`src/rtl/gen_rate_ctrl.sv`:
```
// Run/pause/step and speed controller for the generation timebase; drives counter_1s freq
// and issues one req/ack generation update per tick. Optional macro: OVERRUN_CNT_EN.
module gen_rate_ctrl #(
    parameter int FREQ_STEP   = 50,
    parameter int NUM_LEVELS  = 8,
    parameter int RESET_LEVEL = 1
) (
    input  logic        clk,
    input  logic        rst_n,
    input  logic        btn_faster,
    input  logic        btn_slower,
    input  logic        btn_pause,
    input  logic        btn_step,
    input  logic        tick_in,
    input  logic        gen_ack,
    output logic [29:0] freq,
    output logic        gen_req,
    output logic        running,
    output logic [2:0]  level,
    output logic [7:0]  overrun_cnt
);

    typedef enum logic [1:0] {S_PAUSE, S_RUN, S_BUSY} state_t;

    localparam logic [2:0]  MAX_LEVEL = 3'(NUM_LEVELS - 1);
    localparam logic [2:0]  RST_LEVEL = 3'(RESET_LEVEL);
    localparam logic [29:0] RST_FREQ  = 30'(FREQ_STEP * (RESET_LEVEL + 1));

    // Bit order of the edge-detect vectors: {tick, step, pause, slower, faster}
    logic [4:0]  in_d, in_q;
    logic [4:0]  ev_d, ev_q;
    state_t      state_d, state_q;
    logic        running_d, running_q;
    logic        gen_req_d, gen_req_q;
    logic [2:0]  level_d, level_q;
    logic [29:0] freq_d, freq_q;

    logic ev_faster, ev_slower, ev_pause, ev_step, ev_tick;

    assign in_d = {tick_in, btn_step, btn_pause, btn_slower, btn_faster};
    assign ev_d = in_d & ~in_q;

    assign ev_faster = ev_q[0];
    assign ev_slower = ev_q[1];
    assign ev_pause  = ev_q[2];
    assign ev_step   = ev_q[3];
    assign ev_tick   = ev_q[4];

    always_comb begin
        level_d = level_q;
        if (ev_faster && !ev_slower && level_q != MAX_LEVEL) begin
            level_d = level_q + 3'd1;
        end else if (ev_slower && !ev_faster && level_q != 3'd0) begin
            level_d = level_q - 3'd1;
        end
        freq_d = 30'(FREQ_STEP) * (30'(level_d) + 30'd1);
    end

    always_comb begin
        state_d   = state_q;
        running_d = running_q;
        case (state_q)
            S_PAUSE: begin
                if (ev_pause) begin
                    running_d = 1'b1;
                    state_d   = S_RUN;
                end else if (ev_step) begin
                    state_d = S_BUSY;
                end
            end
            S_RUN: begin
                // A pause arriving with a tick wins; the tick is simply lost.
                if (ev_pause) begin
                    running_d = 1'b0;
                    state_d   = S_PAUSE;
                end else if (ev_tick) begin
                    state_d = S_BUSY;
                end
            end
            S_BUSY: begin
                if (ev_pause) begin
                    running_d = ~running_q;
                end
                if (gen_ack) begin
                    state_d = running_d ? S_RUN : S_PAUSE;
                end
            end
            default: begin
                state_d   = S_PAUSE;
                running_d = 1'b0;
            end
        endcase
        gen_req_d = (state_d == S_BUSY);
    end

    always_ff @(posedge clk or negedge rst_n) begin
        if (!rst_n) begin
            in_q      <= '0;
            ev_q      <= '0;
            state_q   <= S_PAUSE;
            running_q <= 1'b0;
            gen_req_q <= 1'b0;
            level_q   <= RST_LEVEL;
            freq_q    <= RST_FREQ;
        end else begin
            in_q      <= in_d;
            ev_q      <= ev_d;
            state_q   <= state_d;
            running_q <= running_d;
            gen_req_q <= gen_req_d;
            level_q   <= level_d;
            freq_q    <= freq_d;
        end
    end

`ifdef OVERRUN_CNT_EN
    logic [7:0] overrun_d, overrun_q;
    logic       ovr_tick;

    assign ovr_tick = (state_q == S_BUSY) && ev_tick;

    always_comb begin
        overrun_d = overrun_q;
        if (ovr_tick && overrun_q != 8'hFF) begin
            overrun_d = overrun_q + 8'd1;
        end
    end

    always_ff @(posedge clk or negedge rst_n) begin
        if (!rst_n) begin
            overrun_q <= '0;
        end else begin
            overrun_q <= overrun_d;
        end
    end

    assign overrun_cnt = overrun_q;
`else
    assign overrun_cnt = '0;
`endif

    assign freq    = freq_q;
    assign gen_req = gen_req_q;
    assign running = running_q;
    assign level   = level_q;

endmodule

```
`config.mk`:
```
export PLATFORM = sky130hd
export DESIGN_NAME = gen_rate_ctrl
export DESIGN_NICKNAME = d
export VERILOG_FILES = /design/src/rtl/gen_rate_ctrl.sv
export SDC_FILE = /design/constraint.sdc
export NUM_CORES = 1
export LEC_CHECK = 0
export ABC_AREA = 0
export ABC_CLOCK_PERIOD_IN_PS = 10360
export CORE_ASPECT_RATIO = 0.7
export CORE_MARGIN = 4
export CORE_UTILIZATION = 49
export CTS_CLUSTER_DIAMETER = 200
export DETAILED_ROUTE_END_ITERATION = 7
export PLACE_DENSITY = 0.83
export SLEW_MARGIN = 10
export SYNTH_ARGS = -nofsm -noshare
export SYNTH_HDL_FRONTEND = slang
export SYNTH_SLANG_ARGS = --single-unit
```
`constraint.sdc`:
```
create_clock -name clk -period 10.36 [get_ports clk]
set_clock_uncertainty 0.2 [all_clocks]
set_input_delay 2.072 -clock clk [delete_from_list [all_inputs] [get_ports clk]]
set_output_delay 2.072 -clock clk [all_outputs]
set_load 0.1 [all_outputs]
```
# --- Word level (Yosys, flattened, before mapping) ---
# Cells that the tools add are included.
word_totals:
  elab_cells: 43
  reg_bits: 46
  input_bits: 8
  out_inout_bits: 43
op_classes:
  n_reduce_logical: 9
  addsub: 3
  muxes: 14
  n_mul: 1
  bitwise_logic: 3
  n_eq_ne: 6
ops:
  columns: ["operator", "count"]
  rows:
  - ["$mux 2", 5]
  - ["$mul 5x4->9 const A", 1]
  - ["$mux 3", 2]
  - ["$pmux 2 s3", 1]
  - ["$and 5x5->5", 1]
  - ["$mux 1", 5]
  - ["$not 5->5", 1]
  - ["$add 3x1->4 const B", 1]
  - ["$eq 2x2->1 const B", 2]
  - ["$logic_and 1x1->1", 4]
  - ["$ne 2x2->1 const B", 2]
  - ["$add 3x1->3 const B", 1]
  - ["$ne 3x3->1 const B", 1]
  - ["$pmux 1 s3", 1]
  - ["$reduce_bool 3->1", 1]
  - ["$sub 3x1->3 const B", 1]
  - ["$eq 2x1->1 const B", 1]
  - ["$logic_not 1->1", 2]
  - ["$logic_not 2->1", 1]
  - ["$reduce_and 2->1", 1]
  - ["$not 1->1", 1]

# --- Longest topological paths before layout ---
# Gate-level depths: netlist of the first run.
logic_depth:
  ltp_word: 7
  mapped_depth: 16
  mapped_depth_nobuf: 16

# --- Worst setup path after synthesis of the first run ---
# Ideal clock, no wire load.
synth_timing:
  path_kind: "register to register"
  startpoint: "register level_q[1] (netlist: level[1])"
  endpoint: "register freq_q[8] (netlist: freq[8])"
  required_time_ns: 10.080
  n_path_buf: 0
  period_less_slack_ns: 4.140
  setup_ns: 0.080
  path_slack_ns: 6.220
  stages_incl_launch_ff: 16
  arrival_ns: 3.860
  cell_sequence: "dfrtp_1 inv_1 ha_1 nor2b_1 a22o_1 a221oi_2 ha_1 nand2b_1 o32a_1 o211ai_4 ha_1 ha_1 nand3_1 mux2i_1 a31oi_1 xnor2_1"
synth_between:
  elab_chain_len: 6
  elab_cells_between_ends: 10
  classes_between: "add/sub (3); mul (1); eq/ne (1); mux (2); reduce/logical (3)"
synth_lines:
  columns: ["element", "line", "text"]
  rows:
  - ["from (decl)", "35", "logic [2:0] level_d, level_q;"]
  - ["from (signal assigned)", "111", "level_q <= level_d;"]
  - ["branches (longest 3 deep; another with $sub 3x1->3)", null, null]
  - ["$mux 3 *", "51", "if (ev_faster && !ev_slower && level_q != MAX_LEVEL) begin"]
  - ["net level_d[1]", "35", null]
  - ["$add 3x1->4 *", "56", "freq_d = 30'(FREQ_STEP) * (30'(level_d) + 30'd1);"]
  - ["$mul 5x4->9 *", "56", null]
  - ["net freq_d[8]", "36", "logic [29:0] freq_d, freq_q;"]
  - ["to (signal assigned)", "112", "freq_q <= freq_d;"]
  - ["to (decl)", "36", null]
# Mark *: on every way through the listed nets, which the timed path passes.
# A chain may end at the register's enable or synchronous reset.

# --- Worst setup path in the final report of the first run ---
layout_timing:
  startpoint: "register level_q[0] (netlist: level[0])"
  endpoint: "output port level[0]"
layout_lines:
  columns: ["element", "line", "text"]
  rows:
  - ["to (decl)", "19", "output logic [2:0] level,"]
# No word-level cell between the ends.

==> flow_summary.toml, run 1 <==
[layout]
drive_above_1_share = 0.130
layout.nets = 181
area_growth_pct = 12.3
antenna_cells = 0

[critical_path]
crit_fanout = 3
path_delay_family = "buffers and inverters"
cp_data_arrival_time_ns = 1.95
startpoint_type = "register"
crit_buf_inv = 1
critPathSlowestCell = "clkdlybuf4s50_1"
path_cells = "clkdlybuf4s50_1"
end_kind = "output port"
path_class = "reg -> out"
slowest_delay_ns = 1.13
required_ns = 8.09

[global_routing]
antenna_found_initial = 0
overflow = 0
grt_pass1_wl_um = 3930
grtUsageTotal = 0.130
grt_pass1_vias = 862
grt_max_degree = 27

[sta]
setup_viol = 0
hold_violations = 0
worstMarginPinSlew_ns = 0.973
slew_headroom = 0.349
fin_crit_sh = 0.408
fmax_ghz = 0.237
tns_ns = 0
slew_viol_final = 0
rsz0062_at_grt = "false"
fin_crit_ns = 4.23

[floorplan]
die_area_um2 = 4130
initial_core_util = 0.532
die_y_um = 55.0
die_w_um = 75.1
io_pins = 51
coreArea_um2 = 2900
rows = 16

[route]
routed_wl_um = 2480
antenna_left = 0
initialDrtViolationCount = 34
drcViolationCount = 0
vias_per_cell = 4.83
num_vias = 957
first_pass_iters = 4
routedWlPerCell_um = 12.5

[clock_network]
path_clk_slew_ns = 0.08
tritoncts = "built"
cts_max_level = 1
clk_latency_ns = 0.26
cts_setup_buffers = 0
ctsHoldBuffers = 0
clkSinkCount = 26
ctsLongestPathBuffers = 2
cts_buffers = 3
cts_resized = 0
root_buffer = "clkbuf_8"

[min_path]
hold_path.class = "reg -> reg"

[yosys]
synth_fa_ha_area_frac = 0.0810
async_reset_ff_frac = 1.00
yosysUniqueCellTypes = 43
synth_top_family_by_area = "buffers and inverters"
synth_xor_area_frac = 0.0551
synthSimpleGateAreaFrac = 0.129
synth-edff-count = 0
ys_seq_elements = 26
synth_compound_area_frac = 0.121
synth.cell_area_um2 = 1550
yosys_warnings = 0
synth_cells = 140
syn_avg_cell_area_um2 = 11.0
ys_seq_area_frac = 0.424
synth.area.mux_share = 0.0130
synth_ff_type = "dfrtp_1"

[run_status]
status = "finished, final reports clean"

[placement]
finalWeightedCongestion = 0.760
dp_hpwl_um = 1960
portBuffers = 21

[job]
drv_cap = 0
[layer usage]
metal / vias up / track usage / part of all wire / wire (um)
li1: 464 / - / - / -
met1: 449 / 0.147 / 0.40 / 998
met2: 40 / 0.237 / 0.51 / 1270
met3: 4 / 0.0433 / 0.078 / 194
met4: 0 / 0.0325 / 0.0097 / 24
met5: - / 0 / 0 / 0
[cell families after synthesis]
group,count (synthesis)
mux,2
simple gates,33
fa+ha+maj,10
xor+xnor,8
buf+inv,40
compound gates,20
flops,26
other cells,1
[Yosys cell counts (2+ instances only)]
library cell / instances / area (um^2)
buf_4: 30 / 225
dfrtp_1: 22 / 551
ha_1: 10 / 125
nor2b_1: 7 / 43.8
inv_1: 6 / 22.5
nor2_1: 5 / 18.8
xnor2_1: 5 / 43.8
dfstp_2: 4 / 105
nand2_1: 4 / 15.0
a21oi_1: 3 / 15.0
nand3_1: 3 / 15.0
nor3_1: 3 / 15.0
a21o_1: 2 / 15.0
a22oi_2: 2 / 25.0
inv_2: 2 / 7.51
mux2i_1: 2 / 20.0
nand2b_1: 2 / 12.5
o32ai_1: 2 / 17.5
xnor2_2: 2 / 32.5
[layout make-up]
class / count / area [um^2]
inverter: 8 / 30.0
sequential: 26 / 656
tap: 36 / 45.0
fill: 225 / 1170
clock buffer: 3 / 41.3
multi-input combinational: 103 / 728
clock inverter: 1 / 30.0
timing repair buffer: 21 / 205
[sequential cells by signal, indices dropped and copies added (netlist names)]
signal and flops:
freq 9, ev_q 5, in_q 5, level 3, state_q 2, gen_req 1
running 1
[stage by stage]
stage / setup slack, ns / cells / cell area [um^2] / util / hold WS, ns
after floorplan: 6.22 / 169 / 1650 / - / 0.178
after global placement: 6.43 / 194 / 1670 / 0.575 / 0.183
after detailed placement: 6.42 / 194 / 1670 / 0.575 / 0.183
after CTS: 6.12 / 198 / 1740 / 0.600 / 0.195
after global routing: 6.08 / 198 / 1740 / 0.598 / 0.203
final: 6.13 / 198 / 1740 / 0.598 / 0.194
[final timing paths]
path | slack (ns) | cells after the start | to | start
hold reg to reg | 0.19 | 1 | ev_q[4] | in_q[4]
min in group asynchronous | 1.58 | 1 | in_q[2] | rst_n
hold / removal | 0.19 | 1 | ev_q[4] | in_q[4]
setup / recovery | 6.13 | 1 | level[0] | level[0]
max in group asynchronous | 8.01 | 1 | freq[2] | rst_n
setup reg to reg | 6.40 | 15 | freq[8] | level[0]
[cell usage in the layout, fill, tap and decap left out, types with 2 or more instances in the layout]
cell type        synthesis  routed
inv_2                    2       2
mux2i_1                  2       2
a22oi_2                  2       2
ha_1                    10      10
xnor2_1                  5       5
o32ai_1                  2       2
dfstp_2                  4       4
nor2_1                   5       5
dfrtp_1                 22      22
nand3_1                  3       3
nand2_1                  4       4
a21o_1                   2       2
xnor2_2                  2       2
nor2b_1                  7       7
a21oi_1                  3       3
nor3_1                   3       3
nand2b_1                 2       2
inv_1                    6       6
clkdlybuf4s50_1          0      20
clkbuf_8                 0       3
conb_1                   1      30
Power of run 1 is left out: the tool's default activity adds up to more than one toggle a clock period on the data nets, which glitch-free logic cannot reach.
==> run 2, diff against run 1 <==
ABC_CLOCK_PERIOD_IN_PS = 4000   (was 10360)
CORE_UTILIZATION = 46   (was 49)
PLACE_DENSITY = 0.78   (was 0.83)
clock period = 4 ns   (was 10.36 ns; I/O delays follow)
==> run 2 against run 1 <==
Effect of this change:
- cell count is 2.0% higher
- die area is 5.7% higher
- core utilization is 4.3 points lower
==> flow_summary.toml, run 2 (synthesis results as in run 1) <==
[floorplan]
die_area_um2 = 4370
io_pins = 51
coreArea_um2 = 3190
rows = 17
die_y_um = 56.5
die_w_um = 77.3
initial_core_util = 0.484

[clock_network]
clk_latency_ns = 0.27
tritoncts = "built"
clkSinkCount = 26
ctsHoldBuffers = 0
cts_resized = 0
path_clk_slew_ns = 0.09
cts_setup_buffers = 0
cts_max_level = 1
ctsLongestPathBuffers = 2
root_buffer = "clkbuf_8"
cts_buffers = 3

[critical_path]
critPathSlowestCell = "dfstp_2"
cp_data_arrival_time_ns = 3.83
end_kind = "register"
required_ns = 3.97
crit_fanout = 4
path_cells = "inv_2 -> ha_1 -> nor2b_1 -> a22o_1 -> a221oi_4 -> ha_1 -> nand2b_1 -> o32a_1 -> o211ai_4 -> ha_1 -> ha_1 -> nand3_1 -> mux2i_1 -> a31oi_1 -> xnor2_1"
startpoint_type = "register"
cp_common_cell = "ha_1"
slowest_delay_ns = 0.56
path_class = "reg -> reg"

[global_routing]
grt_max_degree = 24
antenna_found_initial = 0
grt_pass1_vias = 955
grtUsageTotal = 0.122
overflow = 0
grt_pass1_wl_um = 4180

[placement]
portBuffers = 21
finalWeightedCongestion = 0.823
dp_hpwl_um = 2040
placedCellCount = 198

[sta]
slew_headroom = 0.347
fin_crit_ns = 3.86
setup_viol = 0
hold_violations = 0
whs_ns = 0.197
slew_viol_final = 0
fin_crit_sh = 0.965
fmax_ghz = 0.259
rsz0062_at_grt = "false"
worstMarginPinSlew_ns = 0.976
tns_ns = 0

[layout]
area_growth_pct = 14.6
layout.nets = 183
most-common-layout-cells = "conb_1 (30), dfrtp_1 (21), clkdlybuf4s50_1 (21), ha_1 (10), nor2b_1 (7)"
drive_above_1_share = 0.140
layout_commonest_cell = "conb_1"
largest_reg_flops = 9
post-route-util = 0.555
antenna_cells = 0
final_cells = 202

[run_status]
status = "finished, final reports clean"

[route]
routed_wl_um = 2590
dr_wl_met3_um = 202
antenna_left = 0
first_pass_iters = 4
wl_met2_um = 1310
routedWlPerCell_um = 12.8
num_vias = 980
vias_per_cell = 4.85
initialDrtViolationCount = 21
drcViolationCount = 0
top_layer_used = "met4"
m1WireLength_um = 1030

[min_path]
hold_path.class = "reg -> reg"

[job]
drv_cap = 0
## run 2: cell types whose count changed in the layout (fill, tap and decap cells not counted), sizes merged
cell and change:
buf +1, clkdlybuf4s50 +1
## run 2: final cells by class
type	count	area, um^2
sequential	26	657
tap	38	47.5
clock inverter	1	30.0
fill	267	1420
timing repair buffer	23	225
inverter	8	30.0
multi-input combinational	103	739
clock buffer	3	41.3
## run 2: stage by stage
step,instance area (um^2),worst slack (ns)
after detailed placement,1690,0.145
after global placement,1690,0.318
final,1770,0.138
after global routing,1770,0.0206
after floorplan,1660,0.0108
after CTS,1760,0.108
## run 2: layer usage
metal,up-vias,track usage
met5,-,0
met4,0,0.0584
met3,6,0.0401
met2,47,0.213
met1,463,0.134
li1,464,-
## run 2: path summary, 6_finish.rpt
path / from / endpoint / slack (ns) / cells past startpoint
setup / recovery: level[0] / freq[8] / 0.14 / 15
hold / removal: in_q[4] / ev_q[4] / 0.20 / 1
setup reg to reg: level[0] / freq[8] / 0.14 / 15
hold reg to reg: in_q[4] / ev_q[4] / 0.20 / 1
max in group asynchronous: rst_n / level[1] / 2.11 / 1
min in group asynchronous: rst_n / level[2] / 0.85 / 1
## run 2: critical path, delay by kind of cell (launching register included)
kind	cells	cell delay [ns]
adder cells (fa/ha/maj)	4	1.20
AO/OA/AOI/OAI	5	1.08
flip-flops	1	0.56
AND/OR/NAND/NOR	3	0.35
multiplexers	1	0.17
XOR/XNOR	1	0.13
buffers and inverters	1	0.08
Power of run 2 is left out for the same reason.
==> run 3, diff against run 2 <==
ABC_CLOCK_PERIOD_IN_PS = 3900   (was 4000)
CELL_PAD_IN_SITES_DETAIL_PLACEMENT = 0   (was default)
CELL_PAD_IN_SITES_GLOBAL_PLACEMENT = 2   (was default)
CORE_UTILIZATION = 28   (was 46)
GPL_TIMING_DRIVEN = 0   (was default)
PLACE_DENSITY = 0.77   (was 0.78)
clock period = 3.9 ns   (was 4 ns; I/O delays follow)
==> run 3 against run 2 <==
Effect of this change:
- final area up 19%
- critical path type unchanged
- sequential share of layout area down 5.6 points
- worst hold slack worse by 0.00066 ns
- die area up 56%
==> flow_summary.toml, run 3 (synthesis results as in run 1) <==
[run_status]
status = "finished, final reports clean"

[global_routing]
grt_max_degree = 27
grt_pass1_vias = 1029
grtUsageTotal = 0.0821
antenna_found_initial = 0
grt_pass1_wl_um = 4700
overflow = 0

[clock_network]
clkSinkCount = 26
clk_latency_ns = 0.27
cts_buffers = 3
ctsLongestPathBuffers = 2
cts_max_level = 1
tritoncts = "built"
ctsHoldBuffers = 0
root_buffer = "clkbuf_8"
path_clk_slew_ns = 0.09

[layout]
largest_reg_flops = 9
layout.nets = 215
area_growth_pct = 36.1
post-route-cell-area_um2 = 2100
layout_commonest_cell = "buf_4"
most-common-layout-cells = "buf_4 (32), conb_1 (30), dfrtp_1 (20), clkdlybuf4s50_1 (20), nor2b_1 (7)"
n_fill_cell = 534
final_cells = 268
drive_above_1_share = 0.311
antenna_cells = 0
post-route-util = 0.398

[critical_path]
cp_data_arrival_time_ns = 3.68
critPathSlowestCell = "dfstp_4"
cp_common_cell = "ha_4"
end_kind = "register"
slowest_delay_ns = 0.65
startpoint_type = "register"
required_ns = 3.86
crit_buf_inv = 0
path_cells = "ha_1 -> ha_4 -> nor3_1 -> a21o_1 -> a221oi_4 -> ha_2 -> nand2b_1 -> o32a_1 -> o211ai_4 -> ha_4 -> ha_4 -> nand3_1 -> mux2i_1 -> a31oi_1 -> xnor2_1"
path_delay_family = "adder cells"
crit_fanout = 5
path_class = "reg -> reg"

[floorplan]
initial_core_util = 0.292
die_y_um = 70.2
rows = 22
die_w_um = 96.8
coreArea_um2 = 5290
die_area_um2 = 6790
io_pins = 51

[placement]
placedCellCount = 262
dp_hpwl_um = 2200
portBuffers = 21
finalWeightedCongestion = 0.716
place_area_um2 = 1960

[sta]
fmax_ghz = 0.269
slew_headroom = 0.349
fin_crit_ns = 3.71
worstMarginPinSlew_ns = 0.974
hold_violations = 0
whs_ns = 0.196
setup_viol = 0
fin_crit_sh = 0.953
slew_viol_final = 0

[route]
first_pass_iters = 3
num_vias = 1039
vias_per_cell = 3.88
antenna_left = 0
routedWlPerCell_um = 10.5
drcViolationCount = 0
initialDrtViolationCount = 22
routed_wl_um = 2820

[job]
drv_cap = 0

[min_path]
hold_path.class = "reg -> reg"
[run 3: changes by cell type in the layout (fill, tap and decap cells not counted), sizes merged]
cell	previous run	this run
bufinv	1	0
clkdlybuf4s50	21	20
clkbuf	3	5
buf	2	34
[run 3: area by class of cell]
| type | instances | area [um^2] | share of cell area |
|---|---|---|---|
| multi-input combinational | 103 | 803 | 0.382 |
| tap | 72 | 90.1 | 0.0428 |
| timing repair buffer | 23 | 220 | 0.105 |
| sequential | 26 | 662 | 0.315 |
| buffer | 32 | 240 | 0.114 |
| inverter | 8 | 32.5 | 0.0155 |
| clock buffer | 4 | 55.1 | 0.0262 |
[run 3: what timing repair did]
| item | in CTS | in global routing |
|---|---|---|
| buffers inserted | 0 | 2 |
| endpoints found under the setup margin | 1 | 2 |
| cloned | 0 | 0 |
| pin swaps | 0 | 7 |
| gates resized for setup | 1 | 8 |
[run 3: per-layer routing]
metal / up-vias / track usage / wire length, um
li1: 526 / - / -
met1: 487 / 0.0931 / 1170
met2: 24 / 0.151 / 1470
met3: 2 / 0.0289 / 164
met4: 0 / 0.0140 / 8
met5: - / 0 / 0
[run 3: through the flow]
stage                     worst slack [ns]  setup TNS, ns
final                                0.185              0
after global routing               -0.0322        -0.0322
after CTS                          0.00481              0
after detailed placement          -0.00823       -0.00823
after global placement              0.0138              0
after floorplan                     0.0311              0
[run 3: path summary, 6_finish.rpt]
path	startpoint	slack (ns)	cells past startpoint	to
setup / recovery	level[0]	0.19	15	freq[8]
hold / removal	in_q[3]	0.20	1	ev_q[3]
setup reg to reg	level[0]	0.19	15	freq[8]
hold reg to reg	in_q[3]	0.20	1	ev_q[3]
max in group asynchronous	rst_n	2.80	1	level[1]
min in group asynchronous	rst_n	0.29	1	freq[8]
Power of run 3 is left out for the same reason.
